<file path="src/rtl/and16_bitserial.sv">
// Bit-serial AND engine: one result bit per clock, LSB first,
// with valid/ready handshakes on the operand and result sides.
//
// Ports:
//   clk, reset          clock, async active-high reset
//   in_valid/in_ready   operand handshake (ready only when idle)
//   a, b                operands, sampled at accept
//   out_valid/out_ready result handshake
//   out                 result a&b, held until the next result
//   busy                high whenever the engine is not idle
module and16_bitserial #(
  parameter int WIDTH = 16
) (
  input  logic             clk,
  input  logic             reset,
  input  logic             in_valid,
  output logic             in_ready,
  input  logic [WIDTH-1:0] a,
  input  logic [WIDTH-1:0] b,
  output logic             out_valid,
  input  logic             out_ready,
  output logic [WIDTH-1:0] out,
  output logic             busy
);

  localparam int CW = $clog2(WIDTH);
  localparam logic [CW-1:0] LAST = CW'(WIDTH - 1);

  typedef enum logic [1:0] {
    IDLE,
    SHIFT,
    DONE
  } state_t;

  state_t           state;
  state_t           state_nx;
  logic [WIDTH-1:0] a_sh;
  logic [WIDTH-1:0] b_sh;
  logic [WIDTH-1:0] res;
  logic [WIDTH-1:0] res_nx;
  logic [CW-1:0]    cnt;
  logic             last;

  // New bit enters at the top; after WIDTH shifts the
  // first computed bit has walked down to bit 0.
  assign res_nx   = {a_sh[0] & b_sh[0], res[WIDTH-1:1]};
  assign last     = (cnt == LAST);
  assign in_ready = (state == IDLE);
  assign busy     = (state != IDLE);

  always_ff @(posedge clk or posedge reset) begin
    if (reset) begin
      state <= IDLE;
    end else begin
      state <= state_nx;
    end
  end

  always_comb begin
    state_nx = state;
    unique case (state)
      IDLE:    if (in_valid)  state_nx = SHIFT;
      SHIFT:   if (last)      state_nx = DONE;
      DONE:    if (out_ready) state_nx = IDLE;
      default:                state_nx = IDLE;
    endcase
  end

  always_ff @(posedge clk or posedge reset) begin
    if (reset) begin
      a_sh      <= '0;
      b_sh      <= '0;
      res       <= '0;
      cnt       <= '0;
      out       <= '0;
      out_valid <= 1'b0;
    end else begin
      unique case (state)
        IDLE: begin
          if (in_valid) begin
            a_sh <= a;
            b_sh <= b;
            cnt  <= '0;
          end
        end
        SHIFT: begin
          res  <= res_nx;
          a_sh <= a_sh >> 1;
          b_sh <= b_sh >> 1;
          cnt  <= cnt + 1'b1;
          if (last) begin
            out       <= res_nx;
            out_valid <= 1'b1;
          end
        end
        DONE: begin
          if (out_ready) out_valid <= 1'b0;
        end
        default: begin
          out_valid <= 1'b0;
        end
      endcase
    end
  end

endmodule

</file>
<file path="config.mk">
export PLATFORM = sky130hd
export DESIGN_NAME = and16_bitserial
export DESIGN_NICKNAME = d
export VERILOG_FILES = /design/src/rtl/and16_bitserial.sv
export SDC_FILE = /design/constraint.sdc
export NUM_CORES = 1
export LEC_CHECK = 0
export ABC_AREA = 1
export ABC_CLOCK_PERIOD_IN_PS = 2420
export BUFFER_PORTS_ARGS = -buffer_cell sky130_fd_sc_hd__clkbuf_2
export CORE_ASPECT_RATIO = 1.5
export CORE_MARGIN = 2
export CORE_UTILIZATION = 45
export DETAILED_ROUTE_END_ITERATION = 12
export HOLD_SLACK_MARGIN = 0.02
export PLACE_DENSITY = 0.67
export REMOVE_ABC_BUFFERS = 1
export SLEW_MARGIN = 20
export SYNTH_ARGS = -nofsm -noshare
export SYNTH_HDL_FRONTEND = slang
export SYNTH_SLANG_ARGS = --single-unit
</file>
<file path="constraint.sdc">
create_clock -name clk -period 2.42 [get_ports clk]
set_input_delay 0 -clock clk [delete_from_list [all_inputs] [get_ports clk]]
set_output_delay 0 -clock clk [all_outputs]
set_load 0.005 [all_outputs]
</file>
# Yosys cells after proc, flatten, opt, wreduce, memory -nomap -nowiden
# Cells that the tools add are included.
[classes] n_bitwise=2 n_mux=13 n_eq_ne=6 n_addsub=1 reduce_logical=7
[ops] op="case mux 16 bit (2 select lines)" n=2
[ops] op="2-to-1 mux 16 bit" n=2
[ops] op="case mux 4 bit (2 select lines)" n=1
[ops] op="2-to-1 mux 2 bit" n=3
[ops] op="!= test 2 bit, second input constant" n=3
[ops] op="case mux 2 bit (3 select lines)" n=1
[ops] op="AND reduction 3 bit" n=2
[ops] op="adder 4 x 1 -> 4 bit, second input constant" n=1
[ops] op="== test 4 bit, second input constant" n=1
[ops] op="2-to-1 mux 4 bit" n=1
[ops] op="AND reduction 2 bit" n=2
[ops] op="nonzero test 2 bit" n=2
[ops] op="case mux 1 bit (3 select lines)" n=1
[ops] op="== test 2 x 1 -> 1 bit, second input constant" n=1
[ops] op="== test 2 bit, second input constant" n=1
[ops] op="zero test 2 bit" n=1
[ops] op="2-to-1 mux 1 bit" n=2
[ops] op="AND 1 bit" n=1
[ops] op="inverter 1 bit" n=1
[totals] input_bits=36 output_inout_bits=19 register_bits=71

# Longest topological paths before layout
# Gate-level depths: netlist (run 1).
[depth] word_depth=3 ltp_mapped=7

# Worst setup path after synthesis (run 1)
# OpenSTA, ideal clock, no wires.
[synth_timing] path_kind="flip-flop to flip-flop" from="reg cnt[0]" to="reg state[1]" required_time_ps=2292 period_less_slack_ps=1337 t_arrival_ps=1209 n_path_buf=1 path_stages_with_launch=7 setup_ps=128 slack_ps=1083 cell_sequence="dfrtp_1 > ha_1 > nand3_1 > inv_1 > nand2_2 > buf_2 > o31ai_1"
[synth_between] elab_chain_cells=3
[synth_lines] element="from (decl)" line="41" source="logic [CW-1:0] cnt;"
[synth_lines] element="from (signal assigned)" line="90" source="cnt <= cnt + 1'b1;"
[synth_lines] element="== test 4 bit" line="47" source="assign last = (cnt == LAST);"
[synth_lines] element="!= test 2 bit (no line)"
[synth_lines] element="AND reduction 3 bit (no line)"
[synth_lines] element="to (signal assigned)" line="55" source="state <= state_nx;"
[synth_lines] element="to (decl)" line="35" source="state_t state;"
# Every way passes these cells.
# A chain may end at the register's enable or synchronous reset.

# Worst setup path in the final report (run 1)
[layout_timing] from="reg state[0]" to="reg state[1]"
[layout_between] elab_chain_cells=3
[layout_lines] element="== test 2 x 1 -> 1 bit (tied with other cells)" line="61" source="unique case (state)"
[layout_lines] element="!= test 2 bit (no line)"
[layout_lines] element="AND reduction 3 bit (no line)"
# Parallel ways exist; a longest one is shown, timed or not.

==> impl_metrics.py, run 1 <==
metrics = {
    "finish": {
        "antenna_cells": 0,
        "areaGrowthSynthToFinish_pct": 28.1,
        "final_layout_size_suffix_gt1_frac": 0.190,
        "nets": 465,
    },
    "pwr": {
        "power.leakage_nw": 2.04,
        "ir_drop_v": 0.000479,
        "powerDensity_mw_per_mm2": 1060,
        "seqPwrFrac": 0.476,
        "combPwrFrac": 0.301,
        "internal_power_mw": 2.62,
        "swShare": 0.347,
        "p_sw_mw": 1.39,
        "power_frac_clock": 0.223,
    },
    "clocking": {
        "root_buffer": "clkbuf_8",
        "cts_buffers": 9,
        "cts_tree": "built",
        "cts_setup_buffers": 0,
        "clk_latency_ns": 0.34,
        "h-tree-depth": 3,
        "cts.sinks": 70,
        "clkSlewWorstSetupHoldPaths_ns": 0.07,
        "clock_path_buffers": 2,
    },
    "yosys": {
        "ys_seq_elements": 70,
        "yosysWarnings": 0,
        "mappedNetlistArea_mm2": 0.00296,
        "synth_area_leaders": "dfrtp_1 59%, nand2_1 20%, nand3_1 12%",
        "yosysSeqAreaShare": 0.592,
        "synth_top_cell_area_share": 0.592,
        "syn_avg_cell_area_um2": 8.66,
        "synth_area_leader_cell": "dfrtp_1",
        "syn_inst": 342,
        "synth.distinct_cells": 20,
    },
    "die": {
        "core_area_mm2": 0.00644,
        "num_rows": 36,
        "die_w_um": 70.2,
        "ios": 55,
        "initial_core_util": 0.460,
        "dieArea_mm2": 0.00726,
        "die_h_um": 103,
    },
    "critical_path": {
        "path_class": "register to register",
        "worstPathCellList": "nand2_2 -> inv_2 -> nand2_2 -> o31ai_1",
        "critical_path.slowest_cell": "nand2_2",
        "rrSetupSlack_ns": 0.70,
        "r2r-end": "state[1]",
        "worstReg2RegStart": "state[0]",
        "cp_top_family": "simple AND/OR/NAND/NOR gates",
        "cp.arrival_ns": 1.92,
        "cp_data_required_time_ns": 2.62,
        "crit_buf_inv": 1,
        "critPathMostFrequentCell": "nand2_2",
        "rr_worst_depth": 4,
        "critical-path-max-stage-delay_ns": 0.45,
        "worstSetupEndpointType": "register",
        "critPathMaxFanout": 30,
        "cp-start-kind": "register",
    },
    "route": {
        "vias": 2479,
        "post-route-drc-count": 0,
        "totalWireLength_mm": 5.92,
        "wl_per_cell_um": 11.7,
        "vias_per_cell": 4.89,
        "dr.first_iter.drc_count": 178,
        "firstDrtPassIters": 4,
        "antenna_left": 0,
    },
    "sta": {
        "rsz0062_at_grt": "false",
        "period_share": 0.709,
        "whs_ns": 0.256,
        "tightestPinTransition_ns": 0.656,
        "setup_viol": 0,
        "skew_ns": 0.00358,
        "timing.fmax_mhz": 583,
        "relSlewSlack": 0.562,
        "tns_ns": 0,
        "maxSlewViolCount": 0,
        "hold_viol_final": 0,
        "fin_crit_ns": 1.72,
    },
    "min_path": {
        "hp-class": "primary input to register",
        "holdPathStages": 6,
        "hold_start": "in_valid",
        "min_to": "b_sh[15]",
    },
    "global_route": {
        "grt_pass1_vias": 2380,
        "grt_pass1_wl_mm": 10.4,
        "grt_start_max_net_pins": 41,
        "antenna_found_initial": 0,
        "track_usage": 0.182,
        "grt-ovfl-total": 0,
    },
    "place": {
        "port_buffers": 54,
        "routabilityCongestion": 0.758,
        "hpwl_mm": 3.77,
    },
    "run": {
        "cap_violations": 0,
    },
    "run_status": {
        "status": "complete, no violations",
    },
}
==> through the flow <==
stage                     cells  area [um2]  worst slack (ns)   util  total power, mW
after floorplan             323        2840             0.426      -             2.66
final                       507        3790             0.705  0.589             4.02
after global routing        507        3790             0.512  0.589             4.35
after global placement      459        3260             0.758  0.506             3.07
after CTS                   507        3790             0.681  0.589             4.07
after detailed placement    459        3260             0.700  0.506             3.12
==> worst register-to-register path, delay by kind of cell, from the launching register on <==
family | cells | cell delay (ns)
AND/OR/NAND/NOR | 2 | 0.77
flip-flops | 1 | 0.44
AO/OA/AOI/OAI | 1 | 0.14
buffers and inverters | 1 | 0.24
==> cells in the final DEF, fill, tap and decap left out, drive strengths merged <==
cell type / instances
nand2: 163
dfrtp: 70
nand3: 69
clkbuf: 68
dlygate4sd3: 34
inv: 7
buf: 6
nor2: 5
o21ai: 3
xnor2: 1
o21bai: 1
o21a: 1
o31ai: 1
nand4: 1
ha: 1
==> power groups by stage <==
stage	clock network [mW]	registers, mW	logic (mW)
final	0.897	1.91	1.21
after global routing	0.972	1.98	1.40
after CTS	0.922	1.91	1.23
after detailed placement	0	1.93	1.19
after global placement	0	1.92	1.15
after floorplan	0	1.88	0.779
==> area by class of cell <==
cell class / count / area (um2)
Inverter: 7 / 26.3
Clock buffer: 14 / 193
Multi-Input combinational cell: 246 / 1060
Fill cell: 596 / 2650
Sequential cell: 70 / 1750
Timing Repair Buffer: 94 / 668
Tap cell: 76 / 95.1
==> cells by family (layout without fill, tap and decap cells) <==
logic type,Yosys count,in the layout,share of synthesized area
AO/OA/AOI/OAI,6,6,0.0127
flip-flops,70,70,0.592
AND/OR/NAND/NOR,238,238,0.338
XOR/XNOR,1,1,0.00296
buffers and inverters,26,115,0.0507
adder cells (fa/ha/maj),1,1,0.00423
==> sequential cells by signal, indices dropped and copies added (netlist names) <==
register,count
a_sh,16
b_sh,16
out,16
res,15
cnt,4
state,2
out_valid,1
==> per-layer routing <==
metal  wire length [um]  vias up  global-route usage
li1                   -     1259                   -
met2               2950       59               0.311
met5                  0        -                   0
met1               2650     1154               0.216
met4                 79        0              0.0754
met3                243        7              0.0514
==> worst max-delay path by stage <==
| stage | endpoint | slack [ns] | cells after the start | from |
|---|---|---|---|---|
| after floorplan | out[0] | 0.43 | 6 | state[1] |
| after global placement | state[1] | 0.76 | 4 | state[0] |
| after detailed placement | state[1] | 0.70 | 4 | state[0] |
| after CTS | state[1] | 0.68 | 4 | state[0] |
| after global routing | out[7] | 0.51 | 6 | state[1] |
| final | state[1] | 0.70 | 4 | state[0] |
==> Yosys cell counts (all sizes together) <==
cell type,number
nand3,69
xnor2,1
dfrtp,70
ha,1
nand4,1
nand2,163
nor2,5
buf,19
o21ai,3
o21bai,1
o21a,1
o31ai,1
inv,7
==> repair_timing <==
action	in CTS	in global routing
resized for setup	0	0
hold endpoints to repair	64	0
hold buffers	34	0
Note: power is estimated with default switching activity, not from simulation.
==> run 2: changes to the inputs <==
Settings changed: ABC_CLOCK_PERIOD_IN_PS 2420 to 1800.
Clock period 2.42 ns to 1.8 ns, I/O delays scaled along.
==> impl_metrics.py, run 2 (same netlist as run 1, synthesis figures left out) <==
metrics = {
    "critical_path": {
        "cp_data_required_time_ns": 2.02,
        "rr_worst_depth": 5,
        "cp-start-kind": "register",
        "worstReg2RegStart": "cnt[0]",
        "cp.arrival_ns": 1.62,
        "rrSetupSlack_ns": 0.40,
        "path_class": "register to register",
        "worstSetupEndpointType": "register",
        "critPathMaxFanout": 17,
        "r2r-end": "state[1]",
    },
    "place": {
        "port_buffers": 54,
        "placed_cell_area_mm2": 0.00329,
        "routabilityCongestion": 0.726,
        "dp_slack_ns": 0.405,
        "placed_cells": 461,
        "hpwl_mm": 3.83,
    },
    "global_route": {
        "grt-ovfl-total": 0,
        "grt_pass1_wl_mm": 10.5,
        "grt_pass1_vias": 2353,
        "antenna_found_initial": 0,
        "track_usage": 0.184,
        "grt_start_max_net_pins": 44,
    },
    "die": {
        "ios": 55,
        "num_rows": 36,
        "core_area_mm2": 0.00644,
        "initial_core_util": 0.460,
        "die_h_um": 103,
        "dieArea_mm2": 0.00726,
        "die_w_um": 70.2,
    },
    "clocking": {
        "cts.sinks": 70,
        "ctsResizeCount": 0,
        "clock_path_buffers": 2,
        "cts_setup_buffers": 0,
        "clkSlewWorstSetupHoldPaths_ns": 0.07,
        "clk_latency_ns": 0.35,
        "cts_tree": "built",
        "cts_buffers": 9,
        "root_buffer": "clkbuf_8",
        "h-tree-depth": 3,
    },
    "min_path": {
        "holdPathStages": 6,
        "hold_start": "in_valid",
        "hp-class": "primary input to register",
        "min_to": "a_sh[15]",
    },
    "pwr": {
        "seqPwrFrac": 0.435,
        "internal_power_mw": 3.99,
        "combPwrFrac": 0.282,
        "ir_drop_v": 0.000739,
        "swShare": 0.327,
        "power_frac_clock": 0.283,
        "p_sw_mw": 1.94,
        "power.total_mw": 5.93,
        "power.leakage_nw": 2.09,
        "powerDensity_mw_per_mm2": 1520,
    },
    "finish": {
        "layout_common_cells": "160 x nand2_1, 70 x dfrtp_1, 69 x nand3_1, 54 x clkbuf_2, 34 x dlygate4sd3_1",
        "antenna_cells": 0,
        "areaGrowthSynthToFinish_pct": 31.7,
        "reg_top3": "a_sh (16), b_sh (16), out (16)",
        "final_cells": 511,
        "nets": 467,
        "layout_commonest_cell": "nand2_1",
        "post-route-util": 0.605,
        "final_layout_size_suffix_gt1_frac": 0.198,
        "final_cell_area_mm2": 0.00390,
    },
    "route": {
        "antenna_left": 0,
        "totalWireLength_mm": 6.04,
        "firstDrtPassIters": 4,
        "vias_per_cell": 4.85,
        "vias": 2477,
        "post-route-drc-count": 0,
        "wl_per_cell_um": 11.8,
        "dr.first_iter.drc_count": 190,
    },
    "sta": {
        "skew_ns": 0.00783,
        "hold_viol_final": 0,
        "relSlewSlack": 0.541,
        "fin_crit_ns": 1.40,
        "tns_ns": 0,
        "timing.fmax_mhz": 715,
        "maxSlewViolCount": 0,
        "tightestPinTransition_ns": 0.688,
        "setup_ws_ns": 0.401,
        "whs_ns": 0.253,
        "period_share": 0.777,
        "setup_viol": 0,
        "rsz0062_at_grt": "false",
    },
    "run": {
        "cap_violations": 0,
    },
    "run_status": {
        "status": "complete, no violations",
    },
}
run 2: changes by cell type in the layout (fill, tap and decap cells not counted), sizes merged:
cell and delta:
buf +2, bufinv +4, clkbuf -4, clkinv +1, clkinvlp +1
run 2: final cells by class:
class                   count  area [um2]
inverters                   7        26.3
repair buffers             96         696
clock buffers              10         138
multi-input cells         246        1060
well taps                  76        95.1
clock inverters             6         133
flip-flops and latches     70        1750
fillers                   602        2540
run 2: how the worst max path moves through the flow:
stage | end | slack [ns] | cells after the start | from
4_1_cts | state[1] | 0.38 | 5 | cnt[0]
5_1_grt | out[6] | 0.27 | 6 | cnt[0]
2_1_floorplan | out[0] | -0.19 | 6 | state[1]
6_report | state[1] | 0.40 | 5 | cnt[0]
3_3_place_gp | state[1] | 0.44 | 5 | cnt[0]
3_5_place_dp | state[1] | 0.40 | 5 | cnt[0]
run 2: per-layer routing:
layer | track usage | routed length [um] | vias up
li1 | - | - | 1270
met1 | 0.244 | 2780 | 1144
met2 | 0.290 | 2940 | 57
met3 | 0.0465 | 244 | 6
met4 | 0.0754 | 70 | 0
met5 | 0 | 0 | -
run 2: what timing repair did:
item                                    4_1_cts  5_1_grt
endpoints found under the setup margin        0        0
hold buffers                                 34        0
hold endpoints to repair                     64        0
run 2: worst max-delay path, cell delays in order, from the launching register on:
cell	delay, ns
dfrtp_1	0.42
ha_1	0.24
nand3_1	0.15
inv_1	0.10
nand2_2	0.25
o31ai_1	0.12
run 2: power groups by stage:
stage | Combinational, mW | Clock (mW) | Sequential [mW]
6_report | 1.67 | 1.68 | 2.58
5_1_grt | 1.94 | 1.79 | 2.67
4_1_cts | 1.71 | 1.71 | 2.59
3_5_place_dp | 1.65 | 0 | 2.61
3_3_place_gp | 1.60 | 0 | 2.58
2_1_floorplan | 1.05 | 0 | 2.53
==> run 3: changes to the inputs <==
Settings changed: ABC_AREA 1 to 0, ABC_CLOCK_PERIOD_IN_PS 1800 to 1200, PLACE_DENSITY 0.67 to 0.69.
Clock period 1.8 ns to 1.2 ns, I/O delays scaled along.
==> impl_metrics.py, run 3 <==
metrics = {
    "run_status": {
        "status": "finished with violations",
        "violations": "negative setup slack",
    },
    "global_route": {
        "grt_pass1_vias": 2721,
        "grt_pass1_wl_mm": 13.0,
        "busiest_layer": "met2",
        "track_usage": 0.216,
        "grt-ovfl-total": 0,
        "grt_start_max_net_pins": 40,
        "antenna_found_initial": 0,
        "grt_util_met3": 0.0309,
        "grt_use_met1": 0.269,
        "grtUsageMet2": 0.364,
    },
    "sta": {
        "relSlewSlack": 0.657,
        "setup_viol": 69,
        "tightestPinTransition_ns": 0.514,
        "fin_crit_ns": 1.40,
        "maxSlewViolCount": 0,
        "period_share": 1.16,
        "hold_viol_final": 0,
        "timing.fmax_mhz": 717,
        "setup_ws_ns": -0.195,
        "skew_ns": 0.00852,
        "rsz0062_at_grt": "true",
    },
    "min_path": {
        "hp-class": "primary input to register",
    },
    "clocking": {
        "cts_tree": "built",
        "cts.sinks": 70,
        "cts_buffers": 9,
        "clkSlewWorstSetupHoldPaths_ns": 0.09,
        "root_buffer": "clkbuf_8",
        "h-tree-depth": 3,
        "clock_path_buffers": 2,
        "clk_latency_ns": 0.36,
    },
    "die": {
        "ios": 55,
        "core_area_mm2": 0.00690,
        "num_rows": 37,
        "die_h_um": 107,
        "initial_core_util": 0.465,
        "die_w_um": 73.0,
        "dieArea_mm2": 0.00784,
    },
    "place": {
        "dp_slack_ns": -0.258,
        "placed_cells": 438,
        "routabilityCongestion": 0.730,
        "hpwl_mm": 4.35,
        "port_buffers": 54,
    },
    "yosys": {
        "yosysWarnings": 0,
        "synthMuxAreaShare": 0.0721,
        "post-synth-top-count-cell": "dfrtp_1",
        "ys_seq_elements": 70,
        "yosys.area_share.adder": 0.00390,
        "mappedNetlistArea_mm2": 0.00321,
        "syn_inst": 306,
        "synth_area_leader_cell": "dfrtp_1",
        "synthSimpleGateAreaFrac": 0.140,
        "synthXorXnorAreaFrac": 0,
        "yosys_most_used_dff": "dfrtp_1",
        "synth_area_leaders": "dfrtp_1 55%, a22oi_1 7.0%, nor2b_1 6.6%",
        "synth-edff-count": 0,
        "async_flop_share": 1.00,
        "synth.distinct_cells": 28,
        "synth_top_family_by_area": "compound AO/OA/AOI/OAI gates",
        "synth-compound-area-share": 0.191,
        "syn_avg_cell_area_um2": 10.5,
        "yosysSeqAreaShare": 0.546,
        "synth_top_cell_area_share": 0.546,
        "ys_top_cells_by_count": "70 x dfrtp_1, 46 x nand2_1, 34 x nor2b_1, 34 x o21ai_0, 32 x a21oi_1",
    },
    "critical_path": {
        "crit_buf_inv": 4,
        "worstPathCellList": "buf_6 -> buf_8 -> or2_4 -> inv_2 -> clkbuf_2",
        "critical_path.slowest_cell": "dfrtp_1",
        "cp_data_required_time_ns": 1.20,
        "path_class": "register to primary output",
        "cp_top_family": "flip-flops",
        "critical-path-max-stage-delay_ns": 0.41,
        "critPathMaxFanout": 2,
        "cp.arrival_ns": 1.40,
        "worstSetupEndpointType": "primary output",
        "cp-start-kind": "register",
    },
    "route": {
        "firstDrtPassIters": 4,
        "totalWireLength_mm": 8.18,
        "wl_per_cell_um": 16.3,
        "dr.first_iter.drc_count": 115,
        "antenna_left": 0,
        "post-route-drc-count": 0,
        "vias": 2727,
        "vias_per_cell": 5.42,
    },
    "finish": {
        "nets": 457,
        "reg_top3": "a_sh (16), b_sh (16), out (16)",
        "n_fill_cell": 502,
        "layout_common_cells": "69 x dfrtp_1, 54 x clkbuf_2, 34 x dlygate4sd3_1, 33 x o21ai_1, 32 x nor2b_1",
        "final_layout_size_suffix_gt1_frac": 0.416,
        "final_cells": 503,
        "areaGrowthSynthToFinish_pct": 47.2,
        "antenna_cells": 0,
        "post-route-util": 0.685,
        "layout_commonest_cell": "dfrtp_1",
    },
    "pwr": {
        "powerDensity_mw_per_mm2": 2280,
        "power.leakage_nw": 2.21,
        "ir_drop_v": 0.00115,
    },
    "run": {
        "cap_violations": 0,
    },
}
==> run 3: final timing paths <==
check                      startpoint  endpoint  slack (ns)  cells past startpoint
setup / recovery             state[0]  in_ready       -0.20                      5
hold / removal               in_valid    cnt[0]        0.16                      4
setup reg to reg               cnt[1]   out[11]       -0.19                      5
hold reg to reg                res[1]    res[1]        0.49                      2
max in group asynchronous       reset   b_sh[3]        0.51                      4
min in group asynchronous       reset    out[1]        0.28                      4
==> run 3: kinds of logic (layout without fill, tap and decap cells) <==
group,count (synthesis),after routing
DFF,70,70
muxes,18,18
and+or+nand+nor,89,89
buffers and inverters,25,144
adders and majority gates,1,1
AOI/OAI and AO/OA,103,103
==> run 3: worst min-delay path, stage by stage <==
cell and delay [ns]:
clkbuf_2 0.23, o21bai_4 0.13, nand2_1 0.07, o21ai_1 0.05
==> run 3: metrics by stage <==
step                      hold WS, ns  setup TNS (ns)  area (um2)  total power [mW]
after floorplan                 0.186         -128.94        3070              5.49
after global placement         0.0873           -5.84        3650              6.95
after detailed placement       0.0966           -7.18        3650              7.04
after CTS                       0.136           -7.12        4530              10.2
after global routing            0.196          -11.86        4720              11.4
final                           0.158           -8.63        4720              10.8
==> run 3: what timing repair did <==
action / CTS / global route
pin swaps: 7 / 27
hold buffers: 34 / 0
setup endpoints to repair: 63 / 72
buffers inserted: 5 / 5
gates cloned: 5 / 1
resized for setup: 77 / 41
endpoints found under the hold margin: 104 / 0
==> run 3: layout make-up <==
class	instances	area [um2]	area share
Clock buffer	10	138	0.0291
Clock inverter	6	70.1	0.0148
Inverter	2	7.51	0.00159
Multi-Input combinational cell	211	1560	0.329
Sequential cell	70	1750	0.371
Tap cell	78	97.6	0.0207
Timing Repair Buffer	126	1100	0.234
==> run 3: report_power, final <==
group	total [mW]	switching [mW]	internal, mW
Sequential	3.93	0.724	3.21
Clock	1.99	0.968	1.03
Combinational	4.84	2.18	2.65
Total	10.8	3.88	6.89
==> run 3: layer usage <==
metal  vias to the layer above  share of wire
li1                       1297              -
met1                      1349           0.43
met2                        64           0.52
met3                        17          0.028
met4                         0          0.023
met5                         -              0
